### config.mk
export PLATFORM = sky130hd
export DESIGN_NAME = fetch_queue
export DESIGN_NICKNAME = d
export VERILOG_FILES = /design/src/rtl/fetch_queue_pkg.sv /design/src/rtl/fetch_fifo.sv /design/src/rtl/fetch_queue.sv
export SDC_FILE = /design/constraint.sdc
export NUM_CORES = 1
export LEC_CHECK = 0
export BUFFER_PORTS_ARGS = -buffer_cell sky130_fd_sc_hd__buf_2
export CAP_MARGIN = 40
export CORE_MARGIN = 4
export CORE_UTILIZATION = 29
export CTS_BUF_LIST = sky130_fd_sc_hd__clkbuf_8
export DETAILED_ROUTE_END_ITERATION = 6
export PLACE_DENSITY = 0.43
export SLEW_MARGIN = 10
export SYNTH_ARGS = -nofsm -noshare
export SYNTH_HDL_FRONTEND = slang
export SYNTH_SLANG_ARGS = --single-unit
### constraint.sdc
create_clock -name Clk -period 4.85 [get_ports Clk]
set_input_delay 1.455 -clock Clk [delete_from_list [all_inputs] [get_ports Clk]]
set_output_delay 1.455 -clock Clk [all_outputs]
set_load 0.01 [all_outputs]
### src/rtl/fetch_queue_pkg.sv
// Shared constants and types for the instruction prefetch queue.
// The sizing helpers and the queue-operation encoding live here.
package fetch_queue_pkg;

  localparam int DEFAULT_DEPTH = 4;
  localparam int INSTR_BYTES   = 4;

  // Encoding is {push, pop}, so a 2-bit vector casts straight to this type.
  typedef enum logic [1:0] {
    FQ_IDLE = 2'b00,
    FQ_POP  = 2'b01,
    FQ_PUSH = 2'b10,
    FQ_BOTH = 2'b11
  } fq_op_e;

  function automatic int entry_width(input int addr_w, input int data_w);
    return addr_w + data_w;
  endfunction

endpackage

### src/rtl/fetch_fifo.sv
// First-word-fall-through circular buffer holding {address, instruction} entries.
// Storage is never reset; the head output reads zero whenever the buffer is empty.
module fetch_fifo
  import fetch_queue_pkg::*;
#(
  parameter int DEPTH = DEFAULT_DEPTH,
  parameter int WIDTH = 64
) (
  input  logic                         clk,
  input  logic                         rst_n,
  input  logic                         clear,
  input  logic                         push,
  input  logic                         pop,
  input  logic [WIDTH-1:0]             wdata,
  output logic [WIDTH-1:0]             rdata,
  output logic [$clog2(DEPTH+1)-1:0]   count
);

  localparam int PTR_W = $clog2(DEPTH);
  localparam int CNT_W = $clog2(DEPTH+1);

  logic [WIDTH-1:0] mem [DEPTH];
  logic [PTR_W-1:0] wr_ptr_q, wr_ptr_d;
  logic [PTR_W-1:0] rd_ptr_q, rd_ptr_d;
  logic [CNT_W-1:0] count_q, count_d;
  logic             do_push, do_pop;
  fq_op_e           op;

  always_comb begin
    do_pop   = pop && (count_q != '0);
    // When full, a write is only legal because the head slot frees this cycle.
    do_push  = push && ((count_q != CNT_W'(DEPTH)) || do_pop);
    op       = fq_op_e'({do_push, do_pop});
    wr_ptr_d = wr_ptr_q;
    rd_ptr_d = rd_ptr_q;
    count_d  = count_q;
    if (clear) begin
      wr_ptr_d = '0;
      rd_ptr_d = '0;
      count_d  = '0;
    end else begin
      if (do_push) wr_ptr_d = wr_ptr_q + PTR_W'(1);
      if (do_pop)  rd_ptr_d = rd_ptr_q + PTR_W'(1);
      unique case (op)
        FQ_PUSH: count_d = count_q + CNT_W'(1);
        FQ_POP:  count_d = count_q - CNT_W'(1);
        default: count_d = count_q;
      endcase
    end
  end

  always_ff @(posedge clk) begin
    if (!rst_n) begin
      wr_ptr_q <= '0;
      rd_ptr_q <= '0;
      count_q  <= '0;
    end else begin
      wr_ptr_q <= wr_ptr_d;
      rd_ptr_q <= rd_ptr_d;
      count_q  <= count_d;
    end
  end

  always_ff @(posedge clk) begin
    if (do_push && !clear) mem[wr_ptr_q] <= wdata;
  end

  assign rdata = (count_q != '0) ? mem[rd_ptr_q] : '0;
  assign count = count_q;

endmodule

### src/rtl/fetch_queue.sv
// Instruction fetch stage: fetch-PC register, push/pop decision and I-cache miss
// signalling in front of a first-word-fall-through prefetch buffer.
module fetch_queue
  import fetch_queue_pkg::*;
#(
  parameter int                DATA_W   = 32,
  parameter int                ADDR_W   = 32,
  parameter int                DEPTH    = DEFAULT_DEPTH,
  parameter logic [ADDR_W-1:0] RESET_PC = '0
) (
  input  logic                         Clk,
  input  logic                         Rst,
  input  logic                         Redirect,
  input  logic [ADDR_W-1:0]            RedirectAddr,
  output logic [ADDR_W-1:0]            Icache_addr,
  input  logic [DATA_W-1:0]            Icache_data,
  input  logic                         Icache_hit,
  output logic                         Imiss,
  input  logic                         IF_ID_Stall,
  output logic                         Valid,
  output logic [DATA_W-1:0]            IR,
  output logic [ADDR_W-1:0]            InstrAddr,
  output logic [ADDR_W-1:0]            PC,
  output logic [$clog2(DEPTH+1)-1:0]   Count
);

  localparam int CNT_W   = $clog2(DEPTH+1);
  localparam int ENTRY_W = entry_width(ADDR_W, DATA_W);

  logic [ADDR_W-1:0]  pc_q, pc_d;
  logic               push, pop;
  logic [ENTRY_W-1:0] head;
  logic [CNT_W-1:0]   count;
  logic               valid;

  assign valid = (count != '0);

  // A redirect squashes both ends of the queue for the cycle it is asserted.
  always_comb begin
    pop   = Rst && valid && !IF_ID_Stall && !Redirect;
    push  = Rst && Icache_hit && !Redirect && ((count < CNT_W'(DEPTH)) || pop);
    Imiss = Rst && !Icache_hit && !Redirect;
    pc_d  = pc_q;
    if (Redirect) begin
      pc_d = RedirectAddr;
    end else if (push) begin
      pc_d = pc_q + ADDR_W'(INSTR_BYTES);
    end
  end

  always_ff @(posedge Clk) begin
    if (!Rst) begin
      pc_q <= RESET_PC;
    end else begin
      pc_q <= pc_d;
    end
  end

  fetch_fifo #(
    .DEPTH (DEPTH),
    .WIDTH (ENTRY_W)
  ) u_fifo (
    .clk   (Clk),
    .rst_n (Rst),
    .clear (Redirect),
    .push  (push),
    .pop   (pop),
    .wdata ({pc_q, Icache_data}),
    .rdata (head),
    .count (count)
  );

  assign Icache_addr = pc_q;
  assign Valid       = valid;
  assign IR          = head[DATA_W-1:0];
  assign InstrAddr   = head[ENTRY_W-1:DATA_W];
  assign PC          = valid ? (head[ENTRY_W-1:DATA_W] + ADDR_W'(INSTR_BYTES)) : '0;
  assign Count       = count;

endmodule

==> summary.txt <==
Clock tree
  – CTS root buf: clkbuf_8
  – CTS Sinks: 297
  – Clk Latency, worst-skew pair: 0.60 ns
  – Hold_buf cts: 0
  – H-tree depth: 2
  – CTS max path bufs: 3
  – Clk slew on worst S/H paths: 0.06 ns
  – CTS tree: built
  – TritonCTS Buffers: 52

Synthesis
  – Post-synth ARST share: 0%
  – Post-Syn Nets: 872
  – Synth Instances: 796
  – Seq cells post-synth: 297
  – Number of synthesized flops with an enable pin: 256
  – Post-synthesis sequential area ratio: 67.4%
  – Main synth FF type: edfxtp_1
  – YS warnings: 0
  – Cell area after synthesis: 0.0126 mm²
  – Synth cell types: 50
  – Avg Cell Area, Syn: 15.9 µm²

Detailed routing
  – Routed length on met3: 2140 µm
  – Metal-1 WL: 15400 µm
  – Post-Route WL: 33700 µm
  – Via density: 4.62
  – WL met2: 15400 µm
  – Drt wl/cell: 20.3 µm
  – Initial DRC Count: 376
  – # DRC: 0
  – Antenna Nets Post-Route: 0
  – Highest metal used: met4
  – Total vias in the final route: 7676
  – Number of iterations in the first detailed-routing pass: 4

Finish
  – Most common cell after layout, fill and taps aside: edfxtp_1
  – Multi-input logic area: 0.00388 mm²
  – Fraction of layout instances using a drive strength above 1: 34.4%
  – Filler instances: 4241
  – Area growth syn-to-layout: 22.4%
  – Seq. cell area: 0.00852 mm²
  – Commonest cells after routing, fill and taps aside: 256 x edfxtp_1, 201 x buf_2, 68 x and2_1, 55 x clkbuf_8, 53 x mux4_2
  – Fin area: 0.0155 mm²
  – Finished Layout Cells: 1660
  – Final #Nets: 1110

Timing
  – Max Slew Vio Count: 0
  – F_max: 216 MHz
  – Slew margin rel.: 41.5%
  – Fin crit period: 4.63 ns
  – RSZ-0062 raised after global routing: no
  – Hold Fails Final Rpt: 0
  – Setup TNS: 0 ns
  – Worst slew pin tran: 0.869 ns
  – Final setup fails: 0
  – Period utilisation layout: 95.5%
  – Clk_skew: 0.0380 ns

Setup path
  – Critical Path Sink: PC[31]
  – Worst R2R Start: Icache_addr[2]
  – CP max-delay cell: mux4_2
  – Crit path max fanout: 12
  – Startpoint Class: flip-flop
  – Worst R2R Setup Slack: 2.17 ns
  – Critical path class: flip-flop to output port
  – Critical path capture point type: output port
  – CP cell instances: buf_8 -> mux4_2 -> nor4_4 -> nand2_2 -> or4_1 -> a21oi_1 -> buf_2
  – RR Endpoint: Icache_addr[30]
  – WP depth: 7
  – R2R cell count: 7
  – CP top delay family: simple AND/OR/NAND/NOR gates
  – Bufs and invs on worst path: 2
  – CP max stage delay: 0.57 ns
  – Worst EP required: 3.39 ns
  – Crit path DAT: 3.18 ns

Floorplan
  – Initial Util: 29.3%
  – FP Rows: 76
  – DIE AREA: 0.0470 mm²
  – Core Area: 0.0431 mm²
  – Die X: 217 µm
  – Die height: 217 µm
  – Boundary pin count: 202

Power
  – Static leakage: 5.65 nW
  – Sw frac: 23.4%
  – Seq pwr share: 53.7%
  – Maximum VDD drop: 0.000156 V
  – Logic pwr share: 5.7%
  – Net Sw Power: 0.00125 W
  – Power per cell area: 346 mW/mm²
  – Clock Power Share: 40.6%
  – Internal power: 0.00410 W

Run status
  – Status: completed

Global route
  – First-pass GRT wire length: 50100 µm
  – Initial antenna violation count: 1
  – Vias in the first global route: 7992
  – Tot GR Track Use: 14.1%
  – Largest net degree at the start of global routing: 46
  – Gr ovfl total: 0

Min path
  – Min-delay src: u_fifo.wr_ptr_q[1]
  – Hold WC Path Type: flip-flop to flip-flop

Placement
  – Final HPWL DP: 22500 µm
  – Inst Count DP: 1561
  – Port bufs: 201
  – Post-DP Area: 0.0144 mm²
  – Final GP Congestion: 0.750

Run
  – Max_cap viols: 0
-- registers in the layout, indices dropped and copies added (netlist names), named ones only --
register / count
u_fifo.wr_ptr_q: 2
u_fifo.mem: 256
u_fifo.rd_ptr_q: 2
u_fifo.count: 3
Icache_addr: 32
-- timing repair --
action,in CTS,in global routing
endpoints found under the hold margin,0,0
gates resized for setup,0,4
cloned,0,0
buffers inserted,4,0
pin swaps,0,0
setup endpoints to repair,19,15
-- worst register-to-register path, cell delays in order, from the launching register on --
cell      delay [ns]
dfxtp_1         0.59
ha_1            0.25
and4_1          0.27
nand4_1         0.28
nor3_1          0.67
and3_1          0.27
nor3_1          0.05
a211oi_1        0.20
-- power groups by stage --
stage          Clock, W  Combinational [W]  Sequential [W]
2_1_floorplan         0           0.000154         0.00292
3_3_place_gp          0           0.000310         0.00293
3_5_place_dp          0           0.000310         0.00293
4_1_cts         0.00227           0.000313         0.00288
5_1_grt         0.00240           0.000338         0.00288
6_report        0.00217           0.000306         0.00288
-- per-stage QoR --
stage | utilization (%) | hold WS [ns] | power [W] | setup slack [ns]
2_1_floorplan | - | 0.466 | 0.00307 | 0.680
3_3_place_gp | 33.4 | 0.489 | 0.00324 | 0.477
3_5_place_dp | 33.4 | 0.498 | 0.00324 | 0.518
4_1_cts | 35.9 | 0.506 | 0.00546 | 0.00818
5_1_grt | 35.9 | 0.533 | 0.00562 | 0.0143
6_report | 35.9 | 0.497 | 0.00535 | 0.219
-- worst min-delay path by stage --
stage                          to  slack [ns]  cells after the start
2_1_floorplan  u_fifo.wr_ptr_q[0]        0.47                      2
3_3_place_gp   u_fifo.wr_ptr_q[0]        0.49                      2
3_5_place_dp   u_fifo.wr_ptr_q[0]        0.50                      2
4_1_cts        u_fifo.wr_ptr_q[0]        0.51                      2
5_1_grt        u_fifo.wr_ptr_q[1]        0.53                      2
6_report       u_fifo.wr_ptr_q[1]        0.50                      2
-- cells in the mapped netlist (4+ instances only) --
| cell | n | area (µm²) |
|---|---|---|
| nand3_1 | 16 | 80.1 |
| and2_1 | 72 | 450 |
| o21a_1 | 4 | 30.0 |
| clkbuf_1 | 28 | 105 |
| nand2_1 | 40 | 150 |
| dfxtp_1 | 41 | 821 |
| o211a_1 | 7 | 70.1 |
| mux2i_1 | 9 | 90.1 |
| or3_1 | 4 | 25.0 |
| buf_2 | 9 | 45.0 |
| and3_1 | 14 | 87.6 |
| nand2b_1 | 7 | 43.8 |
| buf_4 | 5 | 37.5 |
| o311a_1 | 4 | 40.0 |
| and4_1 | 6 | 52.6 |
| nor2_1 | 45 | 169 |
| mux4_2 | 53 | 1190 |
| nand4_1 | 16 | 100 |
| nor3_1 | 17 | 85.1 |
| xnor2_1 | 13 | 114 |
| o21ai_0 | 23 | 115 |
| mux4_1 | 10 | 263 |
| edfxtp_1 | 256 | 7690 |
| xor2_1 | 29 | 254 |
| inv_1 | 10 | 37.5 |
| a21oi_1 | 15 | 75.1 |
| ha_1 | 6 | 75.1 |
| nor2b_1 | 4 | 25.0 |
-- logic make-up (layout without fill, tap and decap cells) --
kind of cell / Yosys count / count (layout) / synth area share, %
flip-flops: 297 / 297 / 67.4
AND/OR/NAND/NOR: 254 / 254 / 11.0
multiplexers: 74 / 74 / 12.4
AO/OA/AOI/OAI: 67 / 67 / 3.45
buffers and inverters: 55 / 333 / 2.08
XOR/XNOR: 42 / 42 / 2.91
adder cells (fa/ha/maj): 7 / 7 / 0.753
other: 0 / 1 / 0
-- layer usage --
metal / track usage, % / vias up
met5: 0 / -
met4: 4.18 / 0
met3: 4.12 / 61
met2: 22.0 / 213
met1: 19.3 / 3859
li1: - / 3543
-- layout make-up --
class	instances	area share (%)
Timing Repair Buffer	229	8.48
Clock inverter	39	1.45
Antenna cell	1	0.0162
Sequential cell	297	55.1
Inverter	10	0.251
Multi-Input combinational cell	444	25.1
Clock buffer	55	4.90
Tap cell	585	4.73
(Power assumes the default switching activity.)
